--- config.mk ---
export PLATFORM = sky130hd
export DESIGN_NAME = toilet_assay_sequencer
export DESIGN_NICKNAME = d
export VERILOG_FILES = /design/src/rtl/toilet_seq_pkg.sv /design/src/rtl/seq_down_timer.sv /design/src/rtl/toilet_assay_sequencer.sv
export SDC_FILE = /design/constraint.sdc
export NUM_CORES = 1
export LEC_CHECK = 0
export BUFFER_PORTS_ARGS = -buffer_cell sky130_fd_sc_hd__buf_2
export CORE_MARGIN = 5
export CORE_UTILIZATION = 45
export DETAILED_ROUTE_END_ITERATION = 8
export PLACE_DENSITY = 0.66
export SYNTH_ARGS = -nofsm -noshare
export SYNTH_HDL_FRONTEND = slang
export SYNTH_HIERARCHICAL = 1
export SYNTH_SLANG_ARGS = --single-unit
--- constraint.sdc ---
create_clock -name clk -period 10.7 [get_ports clk]
set_input_delay 0.535 -clock clk [delete_from_list [all_inputs] [get_ports clk]]
set_output_delay 0.535 -clock clk [all_outputs]
set_load 0.02 [all_outputs]
--- src/rtl/toilet_seq_pkg.sv ---
// toilet_seq_pkg: shared state encoding, default timer width and pump bit positions
package toilet_seq_pkg;
  localparam int DEF_TIMER_W = 16;
  localparam int PUMP_SOLN1 = 0;
  localparam int PUMP_SOLN2 = 1;
  localparam int PUMP_SOLN3 = 2;
  typedef enum logic [3:0] {
    IDLE, PRIME, DOSE3, DOSE2, DOSE1, INCUBATE, READOUT, DONE, ABORT_FLUSH
  } state_t;
endpackage

--- src/rtl/seq_down_timer.sv ---
// seq_down_timer: loadable down-counter; expire flags the last cycle of a loaded duration
module seq_down_timer #(
  parameter int W = 16
) (
  input  logic         clk,
  input  logic         rst,
  input  logic         load,
  input  logic         en,
  input  logic [W-1:0] load_val,
  output logic         expire
);
  logic [W-1:0] count;
  always_ff @(posedge clk)
    if (rst) count <= '0;
    else if (load) count <= load_val;
    else if (en && count != '0) count <= count - W'(1);
  // a zero load expires at once, so zero-length states still last one cycle
  assign expire = count <= W'(1);
endmodule

--- src/rtl/toilet_assay_sequencer.sv ---
// toilet_assay_sequencer: valve/pump sequencer for the microfluidic assay with abort and readout timeout
module toilet_assay_sequencer
  import toilet_seq_pkg::*;
#(
  parameter int TIMER_W = DEF_TIMER_W
) (
  input  logic               clk,
  input  logic               rst,
  input  logic               start,
  input  logic               abort,
  input  logic [TIMER_W-1:0] cfg_prime,
  input  logic [TIMER_W-1:0] cfg_dose3,
  input  logic [TIMER_W-1:0] cfg_dose2,
  input  logic [TIMER_W-1:0] cfg_dose1,
  input  logic [TIMER_W-1:0] cfg_incubate,
  input  logic [TIMER_W-1:0] cfg_flush,
  input  logic [TIMER_W-1:0] cfg_timeout,
  input  logic               sensor_ready,
  output logic [2:0]         pump_en,
  output logic               flush_valve,
  output logic               sample_valid,
  output logic               busy,
  output logic               done,
  output logic               err
);
  typedef struct packed {
    logic [TIMER_W-1:0] prime, dose3, dose2, dose1, incubate, flush, timeout;
  } cfg_t;
  cfg_t cfg_q, cfg;
  state_t state, next;
  logic accept, hit, expire, load;
  logic [TIMER_W-1:0] dur;
  logic [2:0] pump_d;
  logic flush_d, sv_d, done_d, busy_d, err_d;
  // the accepted start uses the live config so PRIME can time from the very first cycle
  assign accept = state == IDLE && start;
  assign cfg = accept ? cfg_t'({cfg_prime, cfg_dose3, cfg_dose2, cfg_dose1, cfg_incubate, cfg_flush, cfg_timeout}) : cfg_q;
  assign hit = abort && state != IDLE && state != ABORT_FLUSH;
  assign load = next != state;
  assign dur = next == PRIME ? cfg.prime : next == DOSE3 ? cfg.dose3 : next == DOSE2 ? cfg.dose2 :
               next == DOSE1 ? cfg.dose1 : next == INCUBATE ? cfg.incubate :
               next == READOUT ? cfg.timeout : next == ABORT_FLUSH ? cfg.flush : '0;
  seq_down_timer #(.W(TIMER_W)) u_timer (
    .clk(clk), .rst(rst), .load(load), .en(1'b1), .load_val(dur), .expire(expire)
  );
  always_ff @(posedge clk)
    if (rst) begin
      state <= IDLE;
      cfg_q <= '0;
      pump_en <= '0;
      flush_valve <= 1'b0;
      sample_valid <= 1'b0;
      done <= 1'b0;
      busy <= 1'b0;
      err <= 1'b0;
    end else begin
      state <= next;
      cfg_q <= cfg;
      pump_en <= pump_d;
      flush_valve <= flush_d;
      sample_valid <= sv_d;
      done <= done_d;
      busy <= busy_d;
      err <= err_d;
    end
  always_comb begin
    next = state;
    case (state)
      IDLE: next = start ? PRIME : IDLE;
      PRIME, DOSE3, DOSE2, DOSE1, INCUBATE: next = expire ? state_t'(state + 4'd1) : state;
      READOUT: next = sample_valid && sensor_ready ? DONE : expire && cfg.timeout != '0 ? ABORT_FLUSH : READOUT;
      DONE: next = IDLE;
      default: next = expire ? IDLE : ABORT_FLUSH;
    endcase
    if (hit) next = ABORT_FLUSH;
  end
  // outputs are decoded from the upcoming state so they register alongside it
  always_comb begin
    pump_d = '0;
    pump_d[PUMP_SOLN3] = next == DOSE3 && dur != '0;
    pump_d[PUMP_SOLN2] = next == DOSE2 && dur != '0;
    pump_d[PUMP_SOLN1] = next == DOSE1 && dur != '0;
    flush_d = (next == PRIME || next == ABORT_FLUSH) && dur != '0;
    sv_d = next == READOUT;
    done_d = next == DONE;
    busy_d = next != IDLE;
    err_d = accept ? 1'b0 : (next == ABORT_FLUSH && state != ABORT_FLUSH) || err;
  end
endmodule

# After elaboration in Yosys (flattened, before gate mapping)
# Cells that the tools add are included.
[op_classes]
n_eq_ne = 17
n_addsub = 2
reduce_logical = 21
magnitude_cmp = 1
mux = 17
[ops]
columns = ["operator", "n"]
rows = [
  ["16-bit two-way mux", 9],
  ["112-bit two-way mux", 1],
  ["16-bit nonzero test", 3],
  ["4-bit by 3-bit equality test with 1-bit output, second input constant", 8],
  ["4-bit two-way mux", 5],
  ["4-bit by 2-bit equality test with 1-bit output, second input constant", 4],
  ["16-bit by 1-bit <= comparator with 1-bit output, second input constant", 1],
  ["4-bit case mux with 4 select lines", 1],
  ["16-bit by 1-bit subtractor with 16-bit output, second input constant", 1],
  ["1-bit logical AND", 10],
  ["4-bit by 1-bit equality test with 1-bit output, second input constant", 2],
  ["4-bit nonzero test", 2],
  ["5-bit OR reduction", 1],
  ["4-bit by 1-bit adder with 4-bit output, second input constant", 1],
  ["4-bit equality test, second input constant", 1],
  ["4-bit zero test", 1],
  ["4-bit != test", 1],
  ["4-bit != test, second input constant", 1],
  ["1-bit logical OR", 2],
  ["2-bit nonzero test", 1],
  ["2-bit OR reduction", 1],
  ["1-bit two-way mux", 1],
]
[totals]
output_inout_bits = 8
inputBits = 117
ff_bits = 140
elab_cells = 73

# Depth between registers and ports, before layout
[depth]
ltp_word = 19
depth_mapped = 17
depth_no_buf = 15

# By module
# The synthesis kept the hierarchy.
[modules_own_cells]
columns = ["mod", "instances", "seq_area_each_um2", "cells_per_inst", "area_per_inst_um2"]
rows = [
  ["toilet_assay_sequencer", 1, 2482.4, 760, 6239.7],
  ["seq_down_timer", 1, 320.3, 120, 997.2],
]

# Worst setup path after synthesis
# No wires, ideal clock.
[synth_timing]
path_type = "register to register"
from = "reg u_timer.count[4]"
to = "reg flush_valve"
required_time_ps = 10564
stages_incl_launch_ff = 14
synth_period_minus_slack_ps = 4050
setup_ps = 136
t_arrival_ps = 3914
setup_slack_ps = 6650
path_buffers = 1
path_cell_list = "dfxtp_1 nor4_4 nand4_4 nor2_1 clkbuf_1 a21bo_1 a41oi_2 a2111o_1 nor4_1 a221o_1 a221o_1 or4_1 nor4_4 a211oi_1"
[synth_via]
elab_chain_len = 16
elab_cells_between_ends = 25
cone_classes = "order compare (1); eq/ne (7); mux (13); reduce/logical (4)"
[synth_rtl]
columns = ["element", "line_no", "text"]
rows = [
  ["start: declaration", "seq_down_timer.sv:12", "logic [W-1:0] count;"],
  ["start signal: assignment", "seq_down_timer.sv:15", "else if (load) count <= load_val;"],
  ["start signal: assignment", "seq_down_timer.sv:16", "else if (en && count != '0) count <= count - W'(1);"],
  ["16-bit by 1-bit <= comparator with 1-bit output *", "seq_down_timer.sv:18", "assign expire = count <= W'(1);"],
  ["via expire", "toilet_assay_sequencer.sv:31", "logic accept, hit, expire, load;"],
  ["1-bit logical AND", "toilet_assay_sequencer.sv:71", "READOUT: next = sample_valid && sensor_ready ? DONE : expire && cfg.timeout != '0 ? ABORT_FLUSH : READOUT;"],
  ["4-bit two-way mux (2 in series)", "toilet_assay_sequencer.sv:71", ""],
  ["4-bit case mux with 4 select lines *", "toilet_assay_sequencer.sv:68", "case (state)"],
  ["4-bit two-way mux *", "toilet_assay_sequencer.sv:75", "if (hit) next = ABORT_FLUSH;"],
  ["4-bit equality test", "toilet_assay_sequencer.sv:42", "next == READOUT ? cfg.timeout : next == ABORT_FLUSH ? cfg.flush : '0;"],
  ["16-bit two-way mux (2 in series)", "toilet_assay_sequencer.sv:42", ""],
  ["16-bit two-way mux (2 in series)", "toilet_assay_sequencer.sv:41", "next == DOSE1 ? cfg.dose1 : next == INCUBATE ? cfg.incubate :"],
  ["16-bit two-way mux (2 in series)", "toilet_assay_sequencer.sv:40", "assign dur = next == PRIME ? cfg.prime : next == DOSE3 ? cfg.dose3 : next == DOSE2 ? cfg.dose2 :"],
  ["16-bit two-way mux *", "toilet_assay_sequencer.sv:40", ""],
  ["via dur[4]", "toilet_assay_sequencer.sv:32", "logic [TIMER_W-1:0] dur;"],
  ["16-bit nonzero test *", "toilet_assay_sequencer.sv:83", "flush_d = (next == PRIME || next == ABORT_FLUSH) && dur != '0;"],
  ["1-bit logical AND *", "toilet_assay_sequencer.sv:83", ""],
  ["end signal: assignment", "toilet_assay_sequencer.sv:60", "flush_valve <= flush_d;"],
  ["end: declaration", "toilet_assay_sequencer.sv:20", "output logic flush_valve,"],
]
# The timed path passes the listed nets; every way through them passes the cells marked *.
# A chain may end at the register's enable or synchronous reset.

# Worst setup path after layout
# Same ends and word-level chain as after synthesis.

==> metrics.log <==
[metrics] family of cells with the greatest summed delay on the critical path: compound AO/OA/AOI/OAI gates
[metrics] Post-Synthesis Cells: 880
[metrics] detailed-placement wirelength estimate: 16.5 mm
[metrics] number of buffers inserted by port buffering: 124
[metrics] Post-Syn Area: 7240 um2
[metrics] most area-consuming cells after synthesis: sky130_fd_sc_hd__dfxtp_1 (39%), sky130_fd_sc_hd__mux2i_1 (9.8%), sky130_fd_sc_hd__nand2_1 (7.2%), sky130_fd_sc_hd__nor2_1 (5.7%), sky130_fd_sc_hd__a21oi_1 (5.0%)
[metrics] post-detailed-route DRC marker count: 0
[metrics] row count: 46
[metrics] most common library cell in the layout ignoring fill and taps: sky130_fd_sc_hd__dfxtp_1
[metrics] max-cap violations: 0
[metrics] number of global-route vias before repair: 6427
[metrics] kind of path behind the tightest hold check: in -> reg
[metrics] final hold viol count: 0
[metrics] width of the die: 137 um
[metrics] number of H-tree levels: 4
[metrics] launch point of the worst hold path: cfg_dose3[1]
[metrics] Crit. Startpoint: u_timer/count[4]
[metrics] leakage power of the design: 0.00365 uW
[metrics] count of filler cells inserted in the layout: 1520
[metrics] Wirelength per Cell: 18.9 um
[metrics] Die Area: 18700 um2
[metrics] RSZ-0062 raised after global routing: false
[metrics] endpoint with the worst hold slack: cfg_q[81]
[metrics] setup slack at placement: 5.39 ns
[metrics] Initial Utilization: 45.7%
[metrics] number of vias per cell after detailed routing: 5.78
[metrics] number of cells upsized or downsized after cts: 0
[metrics] antenna diode instance count: 0
[metrics] overall die height: 137 um
[metrics] average footprint of a synthesized cell: 8.22 um2
[metrics] total grt overflow: 0
[metrics] number of max-slew violations in the final report: 0
[metrics] Iteration-0 DRC Markers: 752
[metrics] number of warnings printed during yosys synthesis: 6
[metrics] TritonCTS Sinks: 140
[metrics] synthesis-to-finish area growth: 18.7%
[metrics] critical path, cell by cell: nor4_4 -> nand4_4 -> nor2_1 -> a21bo_1 -> a41oi_2 -> o21ai_1 -> a21oi_1 -> nand3_1 -> or2_2 -> a211oi_1 -> or4_1 -> nor4_4 -> a211oi_1
[metrics] number of vias in the routed layout: 6958
[metrics] data arrival at the endpoint of the critical path: 5.81 ns
[metrics] 1st-pass router iterations: 5
[metrics] core footprint: 15800 um2
[metrics] number of cells in the finished layout apart from fillers: 1204
[metrics] Synth cell types: 84
[metrics] total routed wirelength: 22.7 mm
[metrics] number of gates on the worst path with buffers counted: 13
[metrics] outcome: completed
[metrics] commonest cells after routing, fill and taps aside: sky130_fd_sc_hd__dfxtp_1 (140), sky130_fd_sc_hd__nand2_1 (139), sky130_fd_sc_hd__buf_2 (123)
[metrics] transition time at the pin with the least slew margin: 1.08 ns
[metrics] Crit path largest cell delay: 0.86 ns
[metrics] # nets final: 1099
[metrics] wire length of the first global-routing pass: 35.6 mm
[metrics] final estimated routing congestion in global placement: 0.953
[metrics] power per cell area: 263 nW/um2
[metrics] CTS max path bufs: 2
[metrics] final setup fails: 0
[metrics] depth of the worst register-to-register path: 13
[metrics] sequential share of the synthesized area: 38.7%
[metrics] cell with the largest stage delay on the worst path: sky130_fd_sc_hd__a21oi_1
[metrics] sequential cell area: 2800 um2
[metrics] startpoint kind of the worst setup timing path: register
[metrics] TritonCTS clock tree: built
[metrics] initial antenna violation count: 0
[metrics] slack of the critical path: 5.22 ns
[metrics] CTS Hold Bufs: 0
[metrics] achievable frequency: 0.182 GHz
[metrics] headroom to the max-slew limit: 27.6%
[metrics] fraction of post-synthesis cell area in the top cell type by area: 38.7%
[metrics] origin of the critical flop-to-flop path: u_timer/count[4]
[metrics] ANT nets after route: 0
[metrics] Min Clock Period, post-route: 5.48 ns
[metrics] Final Core Density: 54.3%
[metrics] count of flip-flops with a built-in enable after synthesis: 0
[metrics] Post-CTS Repair Setup Buffers: 0
[metrics] cell type with the highest aggregate area in the netlist: sky130_fd_sc_hd__dfxtp_1
[metrics] kind of capture point of the worst setup path: register
[metrics] clock transition at the register clock pins on the worst setup and hold paths after CTS: 0.06 ns
[metrics] CP bufs+invs: 0
[metrics] most instantiated flip-flop cell in the synthesis netlist: sky130_fd_sc_hd__dfxtp_1
[metrics] number of synthesized register bits: 140
[metrics] clock latency on the worst-skew pair: 0.42 ns
[metrics] Worst R2R End: flush_valve
[metrics] area of the multi-input gates: 4220 um2
[metrics] number of buffers created by CTS: 17
[metrics] Total Negative Setup Slacks: 0 ns
[metrics] worst reg-to-reg setup slack: 5.22 ns
[metrics] share of layout cells above drive strength 1: 20.2%
[metrics] data required time of the worst path: 11.03 ns
[metrics] Hold Path Depth: 3
[metrics] Peak VDD IR: 120 uV
[metrics] Clk Tree Root Cell: sky130_fd_sc_hd__clkbuf_16
[metrics] IO Pins: 125
[metrics] GR Util All Layers: 24.7%
[metrics] Final period util: 51.2%
[metrics] largest fanout on the critical path: 16
[metrics] kind of critical path: reg -> reg
[metrics] Worst Skew: 0.0112 ns
[metrics] proportion of synthesized flip-flops having asynchronous set or reset: 0%
[metrics] pin count of the biggest net entering global routing: 97
[metrics] overall power of the completed layout: 2260 uW
[metrics] post-placement cell count: 1173
## worst min-delay path, cell delays in order
cell	delay (ns)
sky130_fd_sc_hd__buf_2	0.10
sky130_fd_sc_hd__nand2_1	0.04
sky130_fd_sc_hd__a21oi_1	0.05
## stage by stage
| step | hold slack [ns] | area [um2] |
|---|---|---|
| finish | 0.345 | 8590 |
| global route | 0.343 | 8590 |
| CTS | 0.329 | 8590 |
| detailed placement | 0.447 | 7990 |
| global placement | 0.442 | 7990 |
| floorplan | 0.431 | 7260 |
## where the power goes
part	switching, uW	internal [uW]
logic	646	348
registers	60.1	615
clock network	220	366
## layout make-up
| cell class | instances | area share, % |
|---|---|---|
| clock buffer | 21 | 5.59 |
| clock inverter | 10 | 1.33 |
| inverter | 9 | 0.393 |
| multi-input combinational | 678 | 49.1 |
| sequential | 140 | 32.6 |
| tap | 216 | 3.15 |
| timing repair buffer | 130 | 7.78 |
## synth_stat cells (3+ instances only)
master,n
sky130_fd_sc_hd__o211ai_1,5
sky130_fd_sc_hd__mux2_2,4
sky130_fd_sc_hd__nand4_1,9
sky130_fd_sc_hd__nor3_1,25
sky130_fd_sc_hd__a31oi_1,10
sky130_fd_sc_hd__o311ai_0,3
sky130_fd_sc_hd__buf_2,7
sky130_fd_sc_hd__inv_1,9
sky130_fd_sc_hd__o31ai_1,3
sky130_fd_sc_hd__o21ai_1,5
sky130_fd_sc_hd__a211oi_2,5
sky130_fd_sc_hd__a21o_1,3
sky130_fd_sc_hd__buf_1,4
sky130_fd_sc_hd__nand3_1,15
sky130_fd_sc_hd__and2_1,8
sky130_fd_sc_hd__dfxtp_1,140
sky130_fd_sc_hd__xor2_1,6
sky130_fd_sc_hd__nor4_2,5
sky130_fd_sc_hd__or2_2,3
sky130_fd_sc_hd__a221o_1,8
sky130_fd_sc_hd__nor2_1,109
sky130_fd_sc_hd__a211oi_1,14
sky130_fd_sc_hd__xnor2_1,7
sky130_fd_sc_hd__mux2i_1,71
sky130_fd_sc_hd__nand2_1,139
sky130_fd_sc_hd__a311oi_1,6
sky130_fd_sc_hd__o221ai_1,5
sky130_fd_sc_hd__clkbuf_1,45
sky130_fd_sc_hd__o21bai_1,3
sky130_fd_sc_hd__or4_1,6
sky130_fd_sc_hd__a211o_1,3
sky130_fd_sc_hd__a2bb2oi_1,3
sky130_fd_sc_hd__nor2b_1,4
sky130_fd_sc_hd__ha_1,6
sky130_fd_sc_hd__nor4_1,13
sky130_fd_sc_hd__or3_1,7
sky130_fd_sc_hd__a21oi_1,72
sky130_fd_sc_hd__o21ai_0,33
## worst max-delay path by stage
stage             endpoint  slack (ns)
2_1_floorplan  flush_valve        6.65
3_3_place_gp   flush_valve        5.54
6_report       flush_valve        5.22
4_1_cts        flush_valve        5.36
5_1_grt         pump_en[1]        4.82
3_5_place_dp   flush_valve        5.39
## registers in the layout (all words and copies together) (netlist names)
register,flops
cfg_q,112
pump_en,3
sample_valid,1
busy,1
err,1
state,4
flush_valve,1
u_timer/count,16
done,1
## per-layer routing
metal,vias to the layer above,track usage (%),part of all wire (%)
met1,3210,36.2,45
li1,3365,-,-
met3,41,5.26,9.2
met4,0,9.20,2.6
met5,-,0,0
met2,342,35.6,43
## logic make-up (layout without fill, tap and decap cells)
kind of cell / Yosys count / count (layout) / share of synthesized area [%]
other cells: 1 / 6 / 0.0518
mux: 75 / 75 / 10.4
xor+xnor: 13 / 13 / 1.57
buf+inv: 67 / 170 / 3.75
simple gates: 364 / 364 / 24.1
flops: 140 / 140 / 38.7
fa+ha+maj: 6 / 6 / 1.04
compound gates: 214 / 214 / 20.3
Power figures use the tool's default switching activity.
